### config.mk
export PLATFORM = sky130hd
export DESIGN_NAME = imm_chunk_issuer
export DESIGN_NICKNAME = d
export VERILOG_FILES = /design/src/rtl/imm_chunk_issuer.sv
export SDC_FILE = /design/constraint.sdc
export NUM_CORES = 1
export LEC_CHECK = 0
export BUFFER_PORTS_ARGS = -buffer_cell sky130_fd_sc_hd__buf_4
export CAP_MARGIN = 10
export CORE_MARGIN = 5
export CORE_UTILIZATION = 54
export CTS_BUF_LIST = sky130_fd_sc_hd__clkbuf_4
export DETAILED_ROUTE_END_ITERATION = 10
export PLACE_DENSITY_LB_ADDON = 0.15
export REMOVE_ABC_BUFFERS = 1
export SYNTH_ARGS = -nofsm -noshare
export SYNTH_HDL_FRONTEND = slang
export SYNTH_SLANG_ARGS = --single-unit
### constraint.sdc
create_clock -name iClk -period 1.7 [get_ports iClk]
set_input_delay 0.34 -clock iClk [delete_from_list [all_inputs] [get_ports iClk]]
set_output_delay 0.34 -clock iClk [all_outputs]
set_load 0.05 [all_outputs]
### src/rtl/imm_chunk_issuer.sv
// Serialises a D_WIDTH constant into MSB-first immediate instruction words
// ({write-enable, C-bit payload}) for an immediate-unit lane.
module imm_chunk_issuer #(
  parameter int I_IMM_WIDTH = 12,
  parameter int D_WIDTH     = 32
) (
  input  logic                   iClk,
  input  logic                   iReset,
  input  logic                   iStall,
  input  logic                   iValid,
  input  logic [D_WIDTH-1:0]     iData,
  output logic                   oReady,
  output logic [I_IMM_WIDTH-1:0] oInstruction,
  output logic                   oBusy,
  output logic                   oLast
);
  localparam int C  = I_IMM_WIDTH - 1;
  localparam int N  = (D_WIDTH + C - 1) / C;
  localparam int NC = N * C;
  localparam int CW = (N > 1) ? $clog2(N) : 1;

  typedef enum logic {IDLE, ISSUE} state_t;

  state_t                 state_q, state_d;
  logic [NC-1:0]          data_q, data_d;
  logic [CW-1:0]          cnt_q, cnt_d;
  logic [I_IMM_WIDTH-1:0] instr_q, instr_d;
  logic [NC-1:0]          load_ext, shifted;
  logic                   accept;

  always_ff @(posedge iClk or negedge iReset) begin
    if (!iReset) begin
      state_q <= IDLE;
      data_q  <= '0;
      cnt_q   <= '0;
      instr_q <= '0;
    end else begin
      state_q <= state_d;
      data_q  <= data_d;
      cnt_q   <= cnt_d;
      instr_q <= instr_d;
    end
  end

  // The next chunk is always the top C bits; data is shifted up as it issues.
  always_comb begin
    load_ext                = '0;
    load_ext[D_WIDTH-1:0]   = iData;
    shifted                 = data_q << C;
    oBusy                   = (state_q == ISSUE);
    oLast                   = oBusy && (cnt_q == '0);
    oReady                  = !oBusy || (oLast && !iStall);
    accept                  = iValid && oReady;
    state_d                 = state_q;
    data_d                  = data_q;
    cnt_d                   = cnt_q;
    instr_d                 = instr_q;
    if (accept) begin
      // IDLE accepts even when stalled: an IDLE NOP has nothing to hold.
      data_d  = load_ext;
      instr_d = {1'b1, load_ext[NC-1 -: C]};
      cnt_d   = CW'(N - 1);
      state_d = ISSUE;
    end else if (oBusy && !iStall) begin
      if (cnt_q != '0) begin
        data_d  = shifted;
        instr_d = {1'b1, shifted[NC-1 -: C]};
        cnt_d   = cnt_q - 1'b1;
      end else begin
        instr_d = '0;
        state_d = IDLE;
      end
    end
  end

  assign oInstruction = instr_q;

endmodule

==> impl_results.rst <==
.. list-table::
   :header-rows: 1

   * - Metric
     - Value
   * - Crit Reg-Reg Startpoint
     - cnt_q[0]$_DFFE_PN0P_
   * - Total length of routed wires
     - 4946 um
   * - Fin. max-slew vios
     - 0
   * - Slew of the pin with the lowest slew margin
     - 0.4605 ns
   * - CTS tree
     - done
   * - Number of warnings printed during yosys synthesis
     - 0
   * - Worst setup SP type
     - flop
   * - Total number of vias
     - 1734
   * - Worst max-slew margin expressed relative to the limit
     - 69.30%
   * - Standard-cell row count
     - 21
   * - Slowest cell on crit path
     - sky130_fd_sc_hd__dfrtp_1
   * - Endpoint class of the critical path
     - output pin
   * - Kind of cell with the highest combined delay on the critical path
     - flip-flops
   * - Hold crit path type
     - in -> reg
   * - Top post-synthesis cells by area
     - sky130_fd_sc_hd__dfrtp_1 49%, sky130_fd_sc_hd__a22o_1 5.6%, sky130_fd_sc_hd__o221a_1 4.8%, sky130_fd_sc_hd__o211ai_1 4.0%, sky130_fd_sc_hd__a21oi_1 3.7%
   * - Net count, final
     - 277
   * - Fraction of the yosys area taken by sequential cells
     - 49.30%
   * - Reg-to-reg endpoint
     - data_q[5]$_DFFE_PN0P_
   * - Critical Path Most Common Cell
     - sky130_fd_sc_hd__inv_2
   * - Maximum net fanout on the critical path
     - 2
   * - Fin area
     - 0.002421 sq mm
   * - Post-Synthesis Mean Instance Area
     - 10.15 sq um
   * - Register bit total from synthesis
     - 37
   * - Startpoint-to-endpoint class of the critical path
     - reg -> out
   * - Core occupancy in the finished layout
     - 71.99%
   * - Violations in the final reports
     - negative setup slack
   * - Top-level port count
     - 51
   * - End point of the worst hold path
     - data_q[9]$_DFFE_PN0P_
   * - Number of instances in the synthesized netlist
     - 185
   * - Clock Sink Count
     - 37
   * - Leading cell types in the layout, fill and taps excluded
     - 63 x sky130_fd_sc_hd__buf_4, 36 x sky130_fd_sc_hd__dfrtp_1, 14 x sky130_fd_sc_hd__a21oi_1
   * - Clk Tree Root Cell
     - sky130_fd_sc_hd__clkbuf_4
   * - Sum of internal, switching and leakage power
     - 4380 uW
   * - Fin crit share
     - 100.4%
   * - Antenna violations before repair
     - 0
   * - DRC violations left
     - 0
   * - Power Dens Cells
     - 1809 mW/mm^2
   * - Post-synth EDFFs
     - 0
   * - Biggest area consumer among synthesized cells
     - sky130_fd_sc_hd__dfrtp_1
   * - Via count of the first global-routing pass
     - 1668
   * - Final hold violations
     - 0
   * - Chain of cells forming the critical path
     - inv_2 -> ha_4 -> inv_2 -> buf_6 -> nor2_4 -> buf_8
   * - Reg clk slew, reported paths
     - 0.10 ns
   * - Final-report setup violation count
     - 1
   * - Cell area after technology mapping
     - 0.001878 sq mm
   * - Place WS
     - 0.1152 ns
   * - Share of synthesized flip-flops with an asynchronous set or reset
     - 100.0%
   * - Clock tree skew after final layout
     - 0.01403 ns
   * - Clock latency of the later-clocked register in the worst-skew pair
     - 0.35 ns
   * - Standard cell core area
     - 0.003363 sq mm
   * - Outcome
     - complete, but fails checks
   * - Number of buffers added by the clock tree synthesis step
     - 5
   * - Ratio of cells with drive above 1 in the final layout
     - 36.25%
   * - Delay contributed by the slowest stage of the critical path
     - 0.41 ns
   * - Die boundary height
     - 68.98 um
   * - Launch point of the worst hold path
     - iData[9]
   * - Worst reg-to-reg path cell count
     - 8
   * - Post-detailed-route wirelength per cell
     - 17.29 um
   * - Post-synthesis to final-layout area growth
     - 28.91%
   * - Number of filler cells placed in the layout
     - 268
   * - Total gr overflow
     - 0
   * - Smallest setup slack after layout
     - -0.006410 ns
   * - CP required
     - 1.36 ns
   * - Worst reg2reg setup slack
     - 0.08 ns
   * - Maximum achievable frequency
     - 586.0 MHz
   * - Count of inserted antenna diode cells
     - 0
   * - Fraction of post-synthesis cell area in the top cell type by area
     - 49.30%
   * - Detailed-routing iteration count for the pre-antenna-repair pass
     - 4
   * - Die W
     - 68.98 um
   * - HPWL reported at the end of detailed placement
     - 3476 um
   * - Max H-tree Level
     - 2
   * - Routability congestion estimate from global placement
     - 0.8062
   * - Max Cap Viol
     - 0
   * - Clock buffer depth
     - 2
   * - Most common flop cell mapped by yosys
     - sky130_fd_sc_hd__dfrtp_1
   * - Die outline area
     - 0.004758 sq mm
   * - Count of nets left with antenna violations after detail routing
     - 0
   * - Hold Crit Depth
     - 2
   * - DR iter-0 viols
     - 153
   * - Shortest clock period the worst path allows after layout
     - 1.706 ns
   * - Worst endpoint data arrival time
     - 1.37 ns
   * - Standard cell area after detailed placement
     - 0.002285 sq mm
   * - RSZ-0062 raised after global routing
     - yes
   * - Maximum VDD drop
     - 810.9 uV
   * - LEAKAGE
     - 0.001092 uW
   * - Worst path buffer plus inverter count
     - 4
   * - Largest net degree at the start of global routing
     - 38
   * - GRT Util Overall
     - 22.92%
   * - Global-route wire length before repair
     - 7962 um
   * - Port-buffer cells
     - 50
   * - Most common cell after layout, fill and taps aside
     - sky130_fd_sc_hd__buf_4
   * - Initial standard-cell utilization of the core
     - 55.84%
   * - Via density per instance
     - 6.063
   * - Number of distinct library cells after synthesis
     - 32
[cells in the mapped netlist (all sizes together) (2+ instances only)]
cell type	instances
a21oi	14
a22o	12
a31oi	10
buf	14
clkbuf	5
dfrtp	37
inv	6
nand2	3
nand2b	2
nand3	10
nor2	3
nor2b	12
nor3	12
o211ai	10
o21a	2
o21ai	15
o221a	10
or2	2
[repair_timing]
item | in CTS | in global routing
hold buffers | 1 | 0
pin swaps | 1 | 1
buffers inserted | 4 | 1
setup endpoints to repair | 2 | 2
resized for setup | 13 | 1
gates cloned | 0 | 0
endpoints found under the hold margin | 37 | 0
[logic make-up after synthesis]
group | after synthesis | share of synthesized area (%)
and+or+nand+nor | 45 | 13.72
buffers and inverters | 25 | 6.994
AOI/OAI and AO/OA | 77 | 29.31
adders and majority gates | 1 | 0.6661
DFF | 37 | 49.30
[state kept, by name, indices dropped and copies added (netlist names)]
register and flops:
oInstruction 12, data_q 22, oBusy 1, cnt_q 2
[worst max-delay path by stage]
stage | start | endpoint | depth (start not counted)
finish | cnt_q[0]$_DFFE_PN0P_ | oLast | 6
global route | cnt_q[1]$_DFFE_PN0P_ | oLast | 6
CTS | cnt_q[1]$_DFFE_PN0P_ | oLast | 6
detailed placement | cnt_q[0]$_DFFE_PN0P_ | data_q[11]$_DFFE_PN0P_ | 6
global placement | cnt_q[0]$_DFFE_PN0P_ | oReady | 5
floorplan | cnt_q[0]$_DFFE_PN0P_ | oReady | 4
[final cells by class]
type / instances / area, sq um / share of cell area (%)
Timing Repair Buffer: 67 / 520.5 / 21.50
Sequential cell: 37 / 927.1 / 38.29
Clock buffer: 6 / 45.04 / 1.860
Multi-Input combinational cell: 123 / 844.6 / 34.88
Inverter: 6 / 22.52 / 0.9302
Tap cell: 46 / 57.56 / 2.377
Clock inverter: 1 / 3.754 / 0.1550
[stage by stage]
step	hold slack, ns	setup TNS [ns]	std cells
after floorplan	0.04441	-5.145	166
after global placement	0.3198	0	273
after detailed placement	0.3253	0	273
after CTS	0.1981	0	285
after global routing	0.1922	-0.1146	286
final	0.2117	-0.006410	286
[per-layer routing]
metal	GRT usage [%]	part of all wire, %	vias up
li1	-	-	804
met1	30.33	44	863
met2	36.07	47	57
met3	6.321	7.4	10
met4	8.029	2.0	0
met5	0	0	-
[worst reg2reg max path, cell delays in order (launching register included)]
cell and delay, ns:
sky130_fd_sc_hd__dfrtp_1 0.38, sky130_fd_sc_hd__inv_2 0.06, sky130_fd_sc_hd__ha_4 0.16, sky130_fd_sc_hd__buf_4 0.14
sky130_fd_sc_hd__buf_4 0.16, sky130_fd_sc_hd__nor2b_4 0.11, sky130_fd_sc_hd__o21ai_1 0.10, sky130_fd_sc_hd__buf_4 0.20
sky130_fd_sc_hd__a22o_1 0.19
[power by group]
| group | total (uW) | switching, uW | leakage (uW) | internal, uW |
|---|---|---|---|---|
| clock network | 436 | 270 | 0.0000292 | 166 |
| logic | 2390 | 1400 | 0.000612 | 991 |
| registers | 1560 | 302 | 0.000451 | 1260 |
| total | 4380 | 1970 | 0.00109 | 2410 |
Power figures use the tool's default switching activity.
